[src/rtl/guineveer_mailbox_snoop.sv]
// Passive AW/W snoop: pairs write handshakes, decodes mailbox byte writes into a console char FIFO and sticky status.
// Optional watchdog enabled by defining GUINEVEER_MBOX_TIMEOUT_EN.
module guineveer_mailbox_snoop #(
    parameter logic [31:0] MBOX_ADDR      = 32'h80F8_0000,
    parameter int unsigned FIFO_DEPTH     = 16,
    parameter int unsigned TIMEOUT_CYCLES = 99_000_000
) (
    input  logic        clk_i,
    input  logic        rst_ni,
    input  logic        aw_valid_i,
    input  logic        aw_ready_i,
    input  logic [31:0] aw_addr_i,
    input  logic [7:0]  aw_len_i,
    input  logic        w_valid_i,
    input  logic        w_ready_i,
    input  logic [63:0] w_data_i,
    input  logic [7:0]  w_strb_i,
    input  logic        w_last_i,
    output logic        char_valid_o,
    input  logic        char_ready_i,
    output logic [7:0]  char_data_o,
    output logic        pass_o,
    output logic        fail_o,
    output logic        timeout_o,
    output logic        overflow_o,
    output logic        proto_err_o
);

    localparam int unsigned PTR_W = (FIFO_DEPTH > 1) ? $clog2(FIFO_DEPTH) : 1;
    localparam int unsigned CNT_W = PTR_W + 1;
    localparam int unsigned LANE  = int'(MBOX_ADDR[2:0]);

    typedef enum logic [1:0] {
        ST_RUN,
        ST_PASS,
        ST_FAIL,
        ST_TIMEOUT
    } state_e;

    state_e state_q, state_d;

    logic aw_full_q, aw_full_d;
    logic aw_match_q, aw_match_d;
    logic w_full_q, w_full_d;
    logic [7:0] w_byte_q, w_byte_d;
    logic w_bstrb_q, w_bstrb_d;
    logic w_last_q, w_last_d;

    logic [7:0] mem_q [FIFO_DEPTH];
    logic [PTR_W-1:0] wr_ptr_q, rd_ptr_q;
    logic [CNT_W-1:0] cnt_q, cnt_d;

    logic char_valid_q, pass_q, fail_q, timeout_q, overflow_q, proto_err_q;

    logic aw_hs_c, w_hs_c, aw_match_new_c;
    logic pair_c, pair_match_c, pair_strb_c, perr_c;
    logic [7:0] pair_byte_c;
    logic [7:0] in_byte_c;
    logic in_strb_c;
    logic dec_en_c, push_c, pop_c, full_c, do_push_c, drop_c;
    logic unused_c;

    assign aw_hs_c        = aw_valid_i & aw_ready_i;
    assign w_hs_c         = w_valid_i & w_ready_i;
    assign aw_match_new_c = (aw_addr_i == MBOX_ADDR) && (aw_len_i == 8'd0);
    assign in_byte_c      = w_data_i[8*LANE +: 8];
    assign in_strb_c      = w_strb_i[LANE];

    // AW/W pairing; the two slots are never both occupied.
    always_comb begin
        aw_full_d    = aw_full_q;
        aw_match_d   = aw_match_q;
        w_full_d     = w_full_q;
        w_byte_d     = w_byte_q;
        w_bstrb_d    = w_bstrb_q;
        w_last_d     = w_last_q;
        pair_c       = 1'b0;
        pair_match_c = 1'b0;
        pair_byte_c  = in_byte_c;
        pair_strb_c  = in_strb_c;
        perr_c       = 1'b0;

        if (aw_full_q) begin
            if (w_hs_c) begin
                pair_c       = 1'b1;
                pair_match_c = aw_match_q;
                if (w_last_i) aw_full_d = 1'b0;
            end
            if (aw_hs_c) begin
                if (w_hs_c && w_last_i) begin
                    aw_full_d  = 1'b1;
                    aw_match_d = aw_match_new_c;
                end else begin
                    perr_c = 1'b1;
                end
            end
        end else if (w_full_q) begin
            if (aw_hs_c) begin
                pair_c       = 1'b1;
                pair_match_c = aw_match_new_c;
                pair_byte_c  = w_byte_q;
                pair_strb_c  = w_bstrb_q;
                w_full_d     = 1'b0;
                if (!w_last_q) begin
                    // A second beat in this cycle rides the same burst undecoded.
                    aw_full_d  = !(w_hs_c && w_last_i);
                    aw_match_d = aw_match_new_c;
                end else if (w_hs_c) begin
                    w_full_d  = 1'b1;
                    w_byte_d  = in_byte_c;
                    w_bstrb_d = in_strb_c;
                    w_last_d  = w_last_i;
                end
            end else if (w_hs_c) begin
                perr_c = 1'b1;
            end
        end else begin
            if (aw_hs_c && w_hs_c) begin
                pair_c       = 1'b1;
                pair_match_c = aw_match_new_c;
                if (!w_last_i) begin
                    aw_full_d  = 1'b1;
                    aw_match_d = aw_match_new_c;
                end
            end else if (aw_hs_c) begin
                aw_full_d  = 1'b1;
                aw_match_d = aw_match_new_c;
            end else if (w_hs_c) begin
                w_full_d  = 1'b1;
                w_byte_d  = in_byte_c;
                w_bstrb_d = in_strb_c;
                w_last_d  = w_last_i;
            end
        end

        if (aw_hs_c && (aw_addr_i == MBOX_ADDR) && (aw_len_i != 8'd0)) perr_c = 1'b1;
    end

    assign dec_en_c = pair_c && pair_match_c && pair_strb_c && (state_q == ST_RUN);
    assign push_c   = dec_en_c && (pair_byte_c >= 8'h06) && (pair_byte_c <= 8'h7E);

    assign pop_c     = char_valid_q & char_ready_i;
    assign full_c    = (cnt_q == CNT_W'(FIFO_DEPTH));
    assign do_push_c = push_c && (!full_c || pop_c);
    assign drop_c    = push_c && full_c && !pop_c;
    assign cnt_d     = cnt_q + CNT_W'(do_push_c) - CNT_W'(pop_c);

`ifdef GUINEVEER_MBOX_TIMEOUT_EN
    localparam logic [31:0] WDOG_LAST = 32'(TIMEOUT_CYCLES - 1);

    logic [31:0] wdog_q, wdog_d;

    always_comb begin
        wdog_d = wdog_q;
        if ((state_q == ST_RUN) && (wdog_q != 32'hFFFF_FFFF)) wdog_d = wdog_q + 32'd1;
    end

    always_ff @(posedge clk_i or negedge rst_ni) begin
        if (!rst_ni) wdog_q <= 32'd0;
        else         wdog_q <= wdog_d;
    end

    assign unused_c = &{1'b0, w_data_i, w_strb_i};
`else
    logic [31:0] unused_timeout_c;
    assign unused_timeout_c = 32'(TIMEOUT_CYCLES);
    assign unused_c = &{1'b0, w_data_i, w_strb_i, unused_timeout_c};
`endif

    // Terminal FSM; a decoded pass/fail byte takes precedence over a same-cycle watchdog expiry.
    always_comb begin
        state_d = state_q;
        if (state_q == ST_RUN) begin
            if (dec_en_c && (pair_byte_c == 8'hFF)) begin
                state_d = ST_PASS;
            end else if (dec_en_c && (pair_byte_c == 8'h01)) begin
                state_d = ST_FAIL;
            end
`ifdef GUINEVEER_MBOX_TIMEOUT_EN
            else if (wdog_q == WDOG_LAST) begin
                state_d = ST_TIMEOUT;
            end
`endif
        end
    end

    always_ff @(posedge clk_i or negedge rst_ni) begin
        if (!rst_ni) begin
            state_q      <= ST_RUN;
            aw_full_q    <= 1'b0;
            aw_match_q   <= 1'b0;
            w_full_q     <= 1'b0;
            w_byte_q     <= 8'h00;
            w_bstrb_q    <= 1'b0;
            w_last_q     <= 1'b0;
            wr_ptr_q     <= '0;
            rd_ptr_q     <= '0;
            cnt_q        <= '0;
            char_valid_q <= 1'b0;
            pass_q       <= 1'b0;
            fail_q       <= 1'b0;
            timeout_q    <= 1'b0;
            overflow_q   <= 1'b0;
            proto_err_q  <= 1'b0;
            for (int i = 0; i < int'(FIFO_DEPTH); i++) mem_q[i] <= 8'h00;
        end else begin
            state_q      <= state_d;
            aw_full_q    <= aw_full_d;
            aw_match_q   <= aw_match_d;
            w_full_q     <= w_full_d;
            w_byte_q     <= w_byte_d;
            w_bstrb_q    <= w_bstrb_d;
            w_last_q     <= w_last_d;
            cnt_q        <= cnt_d;
            char_valid_q <= (cnt_d != '0);
            pass_q       <= pass_q | (state_d == ST_PASS);
            fail_q       <= fail_q | (state_d == ST_FAIL);
            timeout_q    <= timeout_q | (state_d == ST_TIMEOUT);
            overflow_q   <= overflow_q | drop_c;
            proto_err_q  <= proto_err_q | perr_c;
            if (do_push_c) begin
                mem_q[wr_ptr_q] <= pair_byte_c;
                wr_ptr_q        <= wr_ptr_q + PTR_W'(1);
            end
            if (pop_c) rd_ptr_q <= rd_ptr_q + PTR_W'(1);
        end
    end

    assign char_valid_o = char_valid_q;
    assign char_data_o  = mem_q[rd_ptr_q];
    assign pass_o       = pass_q;
    assign fail_o       = fail_q;
    assign timeout_o    = timeout_q;
    assign overflow_o   = overflow_q;
    assign proto_err_o  = proto_err_q;

endmodule

[config.mk]
export PLATFORM = sky130hd
export DESIGN_NAME = guineveer_mailbox_snoop
export DESIGN_NICKNAME = d
export VERILOG_FILES = /design/src/rtl/guineveer_mailbox_snoop.sv
export SDC_FILE = /design/constraint.sdc
export NUM_CORES = 1
export LEC_CHECK = 0
export BUFFER_PORTS_ARGS = -buffer_cell sky130_fd_sc_hd__buf_2
export CORE_UTILIZATION = 45
export CTS_CLUSTER_DIAMETER = 150
export CTS_CLUSTER_SIZE = 20
export DETAILED_ROUTE_END_ITERATION = 8
export GPL_TIMING_DRIVEN = 0
export PLACE_DENSITY_LB_ADDON = 0.05
export SYNTH_ARGS = -nofsm -noshare
export SYNTH_HDL_FRONTEND = slang
export SYNTH_SLANG_ARGS = --single-unit
[constraint.sdc]
create_clock -name clk_i -period 3.9 [get_ports clk_i]
set_input_delay 0.78 -clock clk_i [delete_from_list [all_inputs] [get_ports clk_i]]
set_output_delay 0.78 -clock clk_i [all_outputs]
set_load 0.005 [all_outputs]
Word-level counts from Yosys, hierarchy flattened --
Cells that the tools add are included.
Cells by class: $add $sub $neg 4, multipliers 0, divide/modulo/power cells 0, $lt $le $gt $ge 5, equality and inequality tests 15, shift operators 0, muxes and demuxes 72, bitwise logic cells 11, reduce and logical (&&, ||, !) cells 29
Operator list (count):
- $bwmux 128 | 1
- $mux 8 | 12
- $mux 1 | 54
- $bmux 8 s4 | 1
- $demux 8 s4 | 1
- $eq 32x32->1 const B | 1
- $logic_and 1x1->1 | 16
- $ge 5x5->1 const B | 2
- $not 4->5 | 2
- $reduce_and 5->1 | 2
- $add 4x1->4 const B | 2
- $eq 8x1->1 const B | 1
- $eq 8x8->1 const B | 1
- $ge 8x3->1 const B | 1
- $le 8x7->1 const B | 1
- $logic_not 8->1 | 1
- $ne 2x1->1 const B | 4
- $reduce_bool 8->1 | 1
- $mux 2 | 3
- $reduce_and 6->1 | 1
- $add 5x1->5 | 1
- $eq 5x5->1 const B | 1
- $lt 5x1->1 const B | 1
- $or 1x1->1 | 5
- other kinds (13) | 20
Storage, ports and cells: flip-flop bits (word level) 162, latch bits 0, bits in writable memories 0, bits in read-only memories 0, bits of input ports 120, memories kept 0

Longest topological paths before layout --
Gate-level depths: netlist of run 1.
word-level depth 14, mapped depth 16

Worst setup path after synthesis of run 1 --
Ideal clock, no wire load.
kind input -> register, start in aw_addr_i[25], end reg char_valid_q (netlist: char_valid_o), arrival 3.708 ns, slack 0.068 ns, cell stages on the path 15, buffers on the path 1, cell sequence or4b_1 > nor4_2 > nand4_2 > a22oi_4 > buf_6 > nand3_1 > ha_1 > inv_1 > ha_1 > fa_1 > a21oi_1 > o21bai_1 > xnor2_1 > nor2_1 > nand2_1
On the way: longest elaborated chain between the ends 14, elaborated cells between the ends (all ways) 15, classes of those cells 2 x add/sub; 1 x eq/ne; 4 x mux; 8 x reduce/logical
RTL lines:
- start: declaration | RTL line 12 | input logic [31:0] aw_addr_i,
- $eq 32x32->1 * | RTL line 65 | assign aw_match_new_c = (aw_addr_i == MBOX_ADDR) && (aw_len_i == 8'd0);
- $logic_and 1x1->1 * | RTL line 65
- $mux 1, on equally long branches | RTL line 118, 98
- $mux 1 * | RTL line 97 | end else if (w_full_q) begin
- $mux 1 * | RTL line 83 | if (aw_full_q) begin
- $logic_and 1x1->1 * (3 in a row) | RTL line 139 | assign dec_en_c = pair_c && pair_match_c && pair_strb_c && (state_q == ST_RUN);
- $logic_and 1x1->1 * (2 in a row) | RTL line 140 | assign push_c = dec_en_c && (pair_byte_c >= 8'h06) && (pair_byte_c <= 8'h7E);
- $logic_and 1x1->1 * | RTL line 144 | assign do_push_c = push_c && (!full_c || pop_c);
- $add 5x1->5 * | RTL line 146 | assign cnt_d = cnt_q + CNT_W'(do_push_c) - CNT_W'(pop_c);
- $sub 5x1->5 * | RTL line 146
- named net cnt_d[4] | RTL line 51 | logic [CNT_W-1:0] cnt_q, cnt_d;
- $reduce_bool 5->1 * | RTL line 215 | char_valid_q <= (cnt_d != '0);
- end signal: assignment | RTL line 215
- end: declaration | RTL line 53 | logic char_valid_q, pass_q, fail_q, timeout_q, overflow_q, proto_err_q;
The timed path passes the listed nets; every way through them passes the cells marked *. A chain may end at the register's enable or synchronous reset.

Worst setup path after layout of run 1 --
start reg rd_ptr_q[1], end out char_data_o[3]
On the way: longest elaborated chain between the ends 4
RTL lines:
- start: declaration | RTL line 50 | logic [PTR_W-1:0] wr_ptr_q, rd_ptr_q;
- start signal: assignment | RTL line 225 | if (pop_c) rd_ptr_q <= rd_ptr_q + PTR_W'(1);
- $not 4->5 (not written as such) | RTL line 230 | assign char_data_o = mem_q[rd_ptr_q];
- $bmux 8 s4 | RTL line 230
- $mux 8 (not written as such) (2 in a row) | RTL line 230
- end: declaration | RTL line 21 | output logic [7:0] char_data_o,
Every way passes these cells. The select of a mux whose other input is x is not followed.

==> impl_metrics.toml, run 1 <==
[run_status]
outcome = "finished clean"

[clocking]
cts_root_buf = "clkbuf_16"
ctsLongestPathBuffers = 2
clk_pin_slew_ns = 0.07
clkSinkCount = 162
clock_latency_ns = 0.43
h-tree-depth = 4
cts_buffers = 17
cts_tree = "yes"
postCtsHoldBufs = 0

[global_routing]
grt.overflow.total = 0
grt_pass1_vias = 5036
grt_pass1_wl_um = 27800
grtUsageTotal_pct = 20.8
grt_max_degree = 102
antenna_found_initial = 0

[critical_path]
path_buf_inv = 3
crit_type = "flip-flop to primary output"
crit_fanout = 10
cp_slowest_stage_delay_ns = 0.70
crit_family = "buffers and inverters"
worst_path_max_delay_cell = "clkbuf_1"
cp-end-kind = "primary output"
required_ns = 3.12
cp-start-kind = "flip-flop"
crit_path_cell_trace = "clkbuf_1, clkbuf_1, mux4_2, mux4_2, buf_2"
cp.arrival_ns = 2.95

[yosys]
synth_top_family_by_area = "multiplexers"
syn_avg_cell_area_um2 = 14.8
synth_area_um2 = 7930
synth-async-reset-ratio_pct = 100
syn_nets = 666
yosys-top-cells-count = "dfrtp_1, mux2_2, mux4_2"
yosys_warnings = 0
synth.area.mux_share_pct = 30.2
synth_fa_ha_area_share_pct = 1.99
syn_inst = 534
synth_compound_area_share_pct = 2.59
synth_edf_count = 0
yosysTopAreaCell = "dfrtp_1"
synth_area_leaders = "dfrtp_1, mux2_2, mux4_2, nand4_4, mux2_1"
synthFlopType = "dfrtp_1"
synth_top_area_share_pct = 51.2
yosysMostFrequentCell = "dfrtp_1"
seq_area_frac_synth_pct = 51.2
yosys.cell_types.count = 45
synth-seq-cells = 162
synthSimpleGateAreaFrac_pct = 10.8
synth_xor_area_share_pct = 1.11

[die]
start_util_pct = 46.0
dieHeight_um = 135
core-area_um2 = 17200
ios = 134
fp.dieW_um = 135
row_count = 48
die-area_um2 = 18100

[drt]
wl_per_cell_um = 20.0
drtPass1Iterations = 4
wl_um = 17400
vias = 4820
drt_iter0_drc = 220
drc_errors = 0
postRouteAntennaNets = 0
routed_via_density = 5.55

[final_layout]
multiInputGateArea_um2 = 3720
fillers = 1455
layout.nets = 763
seqCellArea_um2 = 4050
drive_gt1_share_pct = 45.5
area_growth_pct = 16.4
n_antenna_cell = 0
final_cells = 869
fin_util_pct = 53.5

[worst_hold_path]
hp-class = "flip-flop to flip-flop"

[placement]
place_congestion = 0.856
dp_hpwl_um = 12100
placedCellCount = 830
port_buffers = 70

[sta]
period_needed_ns = 3.73
worst_pin_slew_ns = 1.03
finalSetupTns_ns = 0
slew_headroom_pct = 31.0
slew_violations = 0
finClkSkew_ns = 0.0110
setup_viol = 0
maxClockFrequency_mhz = 268
rsz0062_at_grt = "false"
hold_violations = 0
finalCritPeriodShare_pct = 95.6

[flow_run]
cap_violations = 0

[power]
vdd_ir_drop_max_v = 0.000302
p_leak_nw = 4.38
p_total_w = 0.00446
pwr_density_cell_nw_per_um2 = 483
[sequential cells by signal, indices dropped and copies added (netlist names), 2 cells and up]
| signal | count |
|---|---|
| cnt_q | 5 |
| mem_q | 128 |
| rd_ptr_q | 4 |
| state_q | 2 |
| w_byte_q | 8 |
| wr_ptr_q | 4 |
[cells by family (layout without fill, tap and decap cells)]
group | Yosys count | after routing
xor gates and xnor gates | 10 | 10
muxes | 173 | 173
and+or+nand+nor | 107 | 107
buffers and inverters | 39 | 149
DFF | 162 | 162
AOI/OAI and AO/OA | 31 | 31
adders and majority gates | 12 | 12
[report_power, final]
part / leakage [nW] / total (W) / switching [W] / internal, W
combinational: 1.91 / 0.000996 / 0.000578 / 0.000418
clock: 0.268 / 0.00158 / 0.000739 / 0.000837
sequential: 2.19 / 0.00189 / 0.0000894 / 0.00180
[layer usage]
metal | vias to the layer above | track usage (%) | wire [um]
met5 | - | 0 | 0
met4 | 0 | 7.12 | 356
met3 | 22 | 4.50 | 694
met2 | 102 | 33.2 | 8400
met1 | 2485 | 28.3 | 7950
li1 | 2211 | - | -
[path summary, 6_finish.rpt]
kind | depth (start not counted) | to | slack, ns | startpoint
worst max-delay path | 5 | char_data_o[3] | 0.17 | rd_ptr_q[1]
worst min-delay path | 1 | timeout_o | 0.46 | timeout_o
worst max register to register | 14 | char_valid_o | 0.40 | aw_full_q
worst min register to register | 1 | timeout_o | 0.46 | timeout_o
max in group asynchronous | 2 | mem_q[75] | 2.59 | rst_ni
min in group asynchronous | 1 | mem_q[127] | 0.48 | rst_ni
[cell usage in the layout, fill, tap and decap left out, types with 3 or more instances in the layout]
master / count
or4_1: 5
nand2_1: 18
xnor2_1: 7
buf_4: 8
nand4_4: 15
mux4_2: 40
and3_1: 4
buf_1: 3
nand3_1: 7
buf_2: 74
clkbuf_16: 17
clkbuf_1: 19
mux2_2: 115
mux2_1: 16
nand4_1: 8
dfrtp_1: 162
inv_1: 10
nor4_1: 5
xor2_1: 3
ha_1: 11
inv_8: 3
a21o_1: 4
nor2_1: 11
inv_6: 5
and2_1: 17
a21oi_1: 7
o21ai_0: 9
[repair_timing]
action,4_1_cts,5_1_grt
resized for setup,8,7
setup buffers,0,8
setup endpoints to repair,8,10
pin swaps,0,4
cloned,0,0
[area by class of cell]
| cell class | instances | area share [%] |
|---|---|---|
| flip-flops and latches | 162 | 44.0 |
| plain buffers | 28 | 1.45 |
| well taps | 225 | 3.05 |
| multi-input cells | 333 | 40.4 |
| clock buffers | 18 | 4.65 |
| clock inverters | 14 | 1.30 |
| repair buffers | 79 | 4.82 |
| inverters | 10 | 0.407 |
[metrics by stage]
step                      setup slack [ns]  area [um2]  hold slack [ns]
after global placement              -0.311        8560            0.438
after floorplan                     0.0683        7930            0.448
after CTS                           0.0409        9160            0.462
after global routing               0.00816        9220            0.485
after detailed placement            -0.336        8600            0.447
final                                0.171        9220            0.458
(Power assumes the default switching activity.)
==> inputs of run 2 (changes only) <==
- ABC_AREA: default -> 1
- CELL_PAD_IN_SITES_DETAIL_PLACEMENT: default -> 0
- CELL_PAD_IN_SITES_GLOBAL_PLACEMENT: default -> 1
- CORE_UTILIZATION: 45 -> 43
==> run 2 against run 1 <==
Effect of this change: synthesized cell count is 96% higher; final cell count is 63% higher; fmax is 1.0% lower; clock-buffer cell count is 4 higher; synthesized area is 9.0% higher; first-iteration DRC count grew to 3.0 times the previous value; via count is 60% higher; non-clock buffer count is 27 higher; wire length is 57% higher; critical path type unchanged; highest routed layer unchanged.
==> impl_metrics.toml, run 2 <==
[run_status]
outcome = "finished clean"

[final_layout]
layout_commonest_cell = "nand2_1"
drive_gt1_share_pct = 13.2
largest_register = "mem_q"
fillers = 1970
layout_common_cells = "nand2_1, dfrtp_1, nand4_1"
largest_reg_flops = 128
final_cells = 1418
top_regs = "mem_q (128), w_byte_q (8), cnt_q (5)"
n_antenna_cell = 0
layout.nets = 1272
area_growth_pct = 15.9

[sta]
slew_headroom_pct = 45.1
setup_viol = 0
slew_violations = 0
period_needed_ns = 3.77
worst_pin_slew_ns = 0.823
hold_violations = 0
finalCritPeriodShare_pct = 96.6
worst_slack_ns = 0.133
maxClockFrequency_mhz = 265
finClkSkew_ns = 0.0148
rsz0062_at_grt = "true"

[die]
row_count = 51
ios = 134
fp.dieW_um = 144
dieHeight_um = 144
start_util_pct = 44.1
die-area_um2 = 20700
core-area_um2 = 19600

[placement]
port_buffers = 70
post-place-ws_ns = -0.453
place_congestion = 0.907
placedCellCount = 1383
dp_hpwl_um = 18900

[critical_path]
cp_slowest_stage_delay_ns = 0.63
worst_path_max_delay_cell = "clkdlybuf4s15_2"
required_ns = 3.12
cp-startpoint = "rd_ptr_q[0]"
cp-end-kind = "primary output"
crit_path_cell_trace = "clkbuf_1, clkdlybuf4s15_2, mux2i_1, o221ai_1, nand3_1, nand2_1, buf_2"
crit_type = "flip-flop to primary output"
cp.arrival_ns = 2.99
cp-start-kind = "flip-flop"
crit_fanout = 10
rr_startpoint = "aw_full_q"

[yosys]
synth_area_um2 = 8640
seq_area_frac_synth_pct = 46.9
synth_edf_count = 0
syn_nets = 1179
synth_top_area_share_pct = 46.9
syn_inst = 1047
synthFlopType = "dfrtp_1"
yosysMostFrequentCell = "nand2_1"
synth-async-reset-ratio_pct = 100
yosys-top-cells-count = "nand2_1, dfrtp_1, nand4_1"
yosysTopAreaCell = "dfrtp_1"
synth_area_leaders = "dfrtp_1, nand2_1, nand4_1, nor2_1, mux2i_1"
yosys.cell_types.count = 37
syn_avg_cell_area_um2 = 8.25
synth-seq-cells = 162
yosys_warnings = 0

[global_routing]
grt.overflow.total = 0
grt_max_degree = 116
grt_pass1_vias = 7429
grtUsageTotal_pct = 28.5
antenna_found_initial = 0
grt_pass1_wl_um = 43000

[drt]
wl_per_cell_um = 19.3
vias = 7690
wl_um = 27300
routed_via_density = 5.42
drt_iter0_drc = 649
postRouteAntennaNets = 0
drc_errors = 0
drtPass1Iterations = 5

[clocking]
ctsLongestPathBuffers = 2
clk_pin_slew_ns = 0.07
clkSinkCount = 162
postCtsHoldBufs = 0
cts_tree = "yes"
clock_latency_ns = 0.44
h-tree-depth = 4
cts_buffers = 17
cts_root_buf = "clkbuf_16"

[power]
pwr_density_cell_nw_per_um2 = 553
p_leak_nw = 5.20
vdd_ir_drop_max_v = 0.000342
power.share.switching_pct = 38.6
p_comb_share_pct = 34.7
p_sw_w = 0.00214
p_clk_share_pct = 31.3
p_int_w = 0.00340
seqPwrFrac_pct = 34.0

[flow_run]
cap_violations = 0

[worst_hold_path]
hp-class = "input port to async pin"
## run 2: cell count changes in the layout (fill, tap and decap cells not counted), moves of 16 or more
cell      delta
nand2_1    +317
mux2_2     -115
nand4_1    +106
nor2_1      +92
inv_1       +55
o21ai_0     +41
mux4_2      -40
o221ai_1    +25
mux2i_1     +23
clkbuf_1    +21
and2_1      -17
mux2_1      -16
## run 2: cells by family (layout without fill, tap and decap cells)
group | Yosys count | in the layout | share of synthesized area, %
AO/OA/AOI/OAI | 111 | 111 | 8.54
XOR/XNOR | 8 | 8 | 0.811
adder cells (fa/ha/maj) | 12 | 12 | 1.82
buffers and inverters | 131 | 237 | 7.05
flip-flops | 162 | 162 | 46.9
multiplexers | 25 | 25 | 2.90
AND/OR/NAND/NOR | 598 | 598 | 32.0
## run 2: power by group through the flow
| stage | logic [W] | clock network [W] | registers (W) |
|---|---|---|---|
| finish | 0.00192 | 0.00173 | 0.00188 |
| global placement | 0.00187 | 0 | 0.00191 |
| global route | 0.00209 | 0.00183 | 0.00190 |
| CTS | 0.00189 | 0.00176 | 0.00188 |
| detailed placement | 0.00187 | 0 | 0.00191 |
| floorplan | 0.00115 | 0 | 0.00189 |
## run 2: stage by stage
step / TNS (ns) / power [W] / hold WS (ns) / area (um2) / utilization [%]
3_5_place_dp: -0.902 / 0.00378 / 0.446 / 9360 / 47.8
3_3_place_gp: -109.14 / 0.00378 / 0.436 / 9320 / 47.6
2_1_floorplan: 0 / 0.00305 / 0.431 / 8640 / -
6_report: 0 / 0.00554 / 0.239 / 10000 / 51.1
4_1_cts: 0 / 0.00553 / 0.251 / 9980 / 50.9
5_1_grt: -0.0515 / 0.00582 / 0.257 / 10000 / 51.1
## run 2: final cells by class
class / instances / area (um2) / area share (%)
Tap cell: 265 / 332 / 3.31
Sequential cell: 162 / 4060 / 40.5
Clock inverter: 10 / 125 / 1.25
Multi-Input combinational cell: 754 / 3990 / 39.8
Buffer: 60 / 363 / 3.62
Timing Repair Buffer: 74 / 410 / 4.10
Inverter: 71 / 267 / 2.66
Clock buffer: 22 / 474 / 4.74
## run 2: what timing repair did
item,4_1_cts,5_1_grt
endpoints found under the setup margin,6,6
buffers inserted,0,3
resized for setup,5,6
## run 2: path summary, 6_finish.rpt
| check | depth (start not counted) | slack, ns | end |
|---|---|---|---|
| setup / recovery | 7 | 0.13 | char_data_o[3] |
| hold / removal | 1 | 0.24 | mem_q[122] |
| hold reg to reg | 1 | 0.46 | overflow_o |
| min in group clk_i | 1 | 0.46 | overflow_o |
| max in group asynchronous | 2 | 2.73 | mem_q[40] |
| setup reg to reg | 21 | 0.21 | char_valid_o |
## run 2: metal layers
| layer | up-vias | global-route usage, % | share of wire (%) |
|---|---|---|---|
| met5 | - | 0 | 0 |
| met4 | 0 | 8.62 | 2.0 |
| met3 | 36 | 5.00 | 5.8 |
| met2 | 260 | 44.1 | 44 |
| met1 | 3666 | 40.6 | 48 |
| li1 | 3728 | - | - |
## run 2: worst max-delay path: cells and delay by family (launching register included)
kind | cells | cell delay (ns)
multiplexers | 1 | 0.40
AND/OR/NAND/NOR | 2 | 0.27
AO/OA/AOI/OAI | 1 | 0.25
flip-flops | 1 | 0.41
buffers and inverters | 3 | 1.20
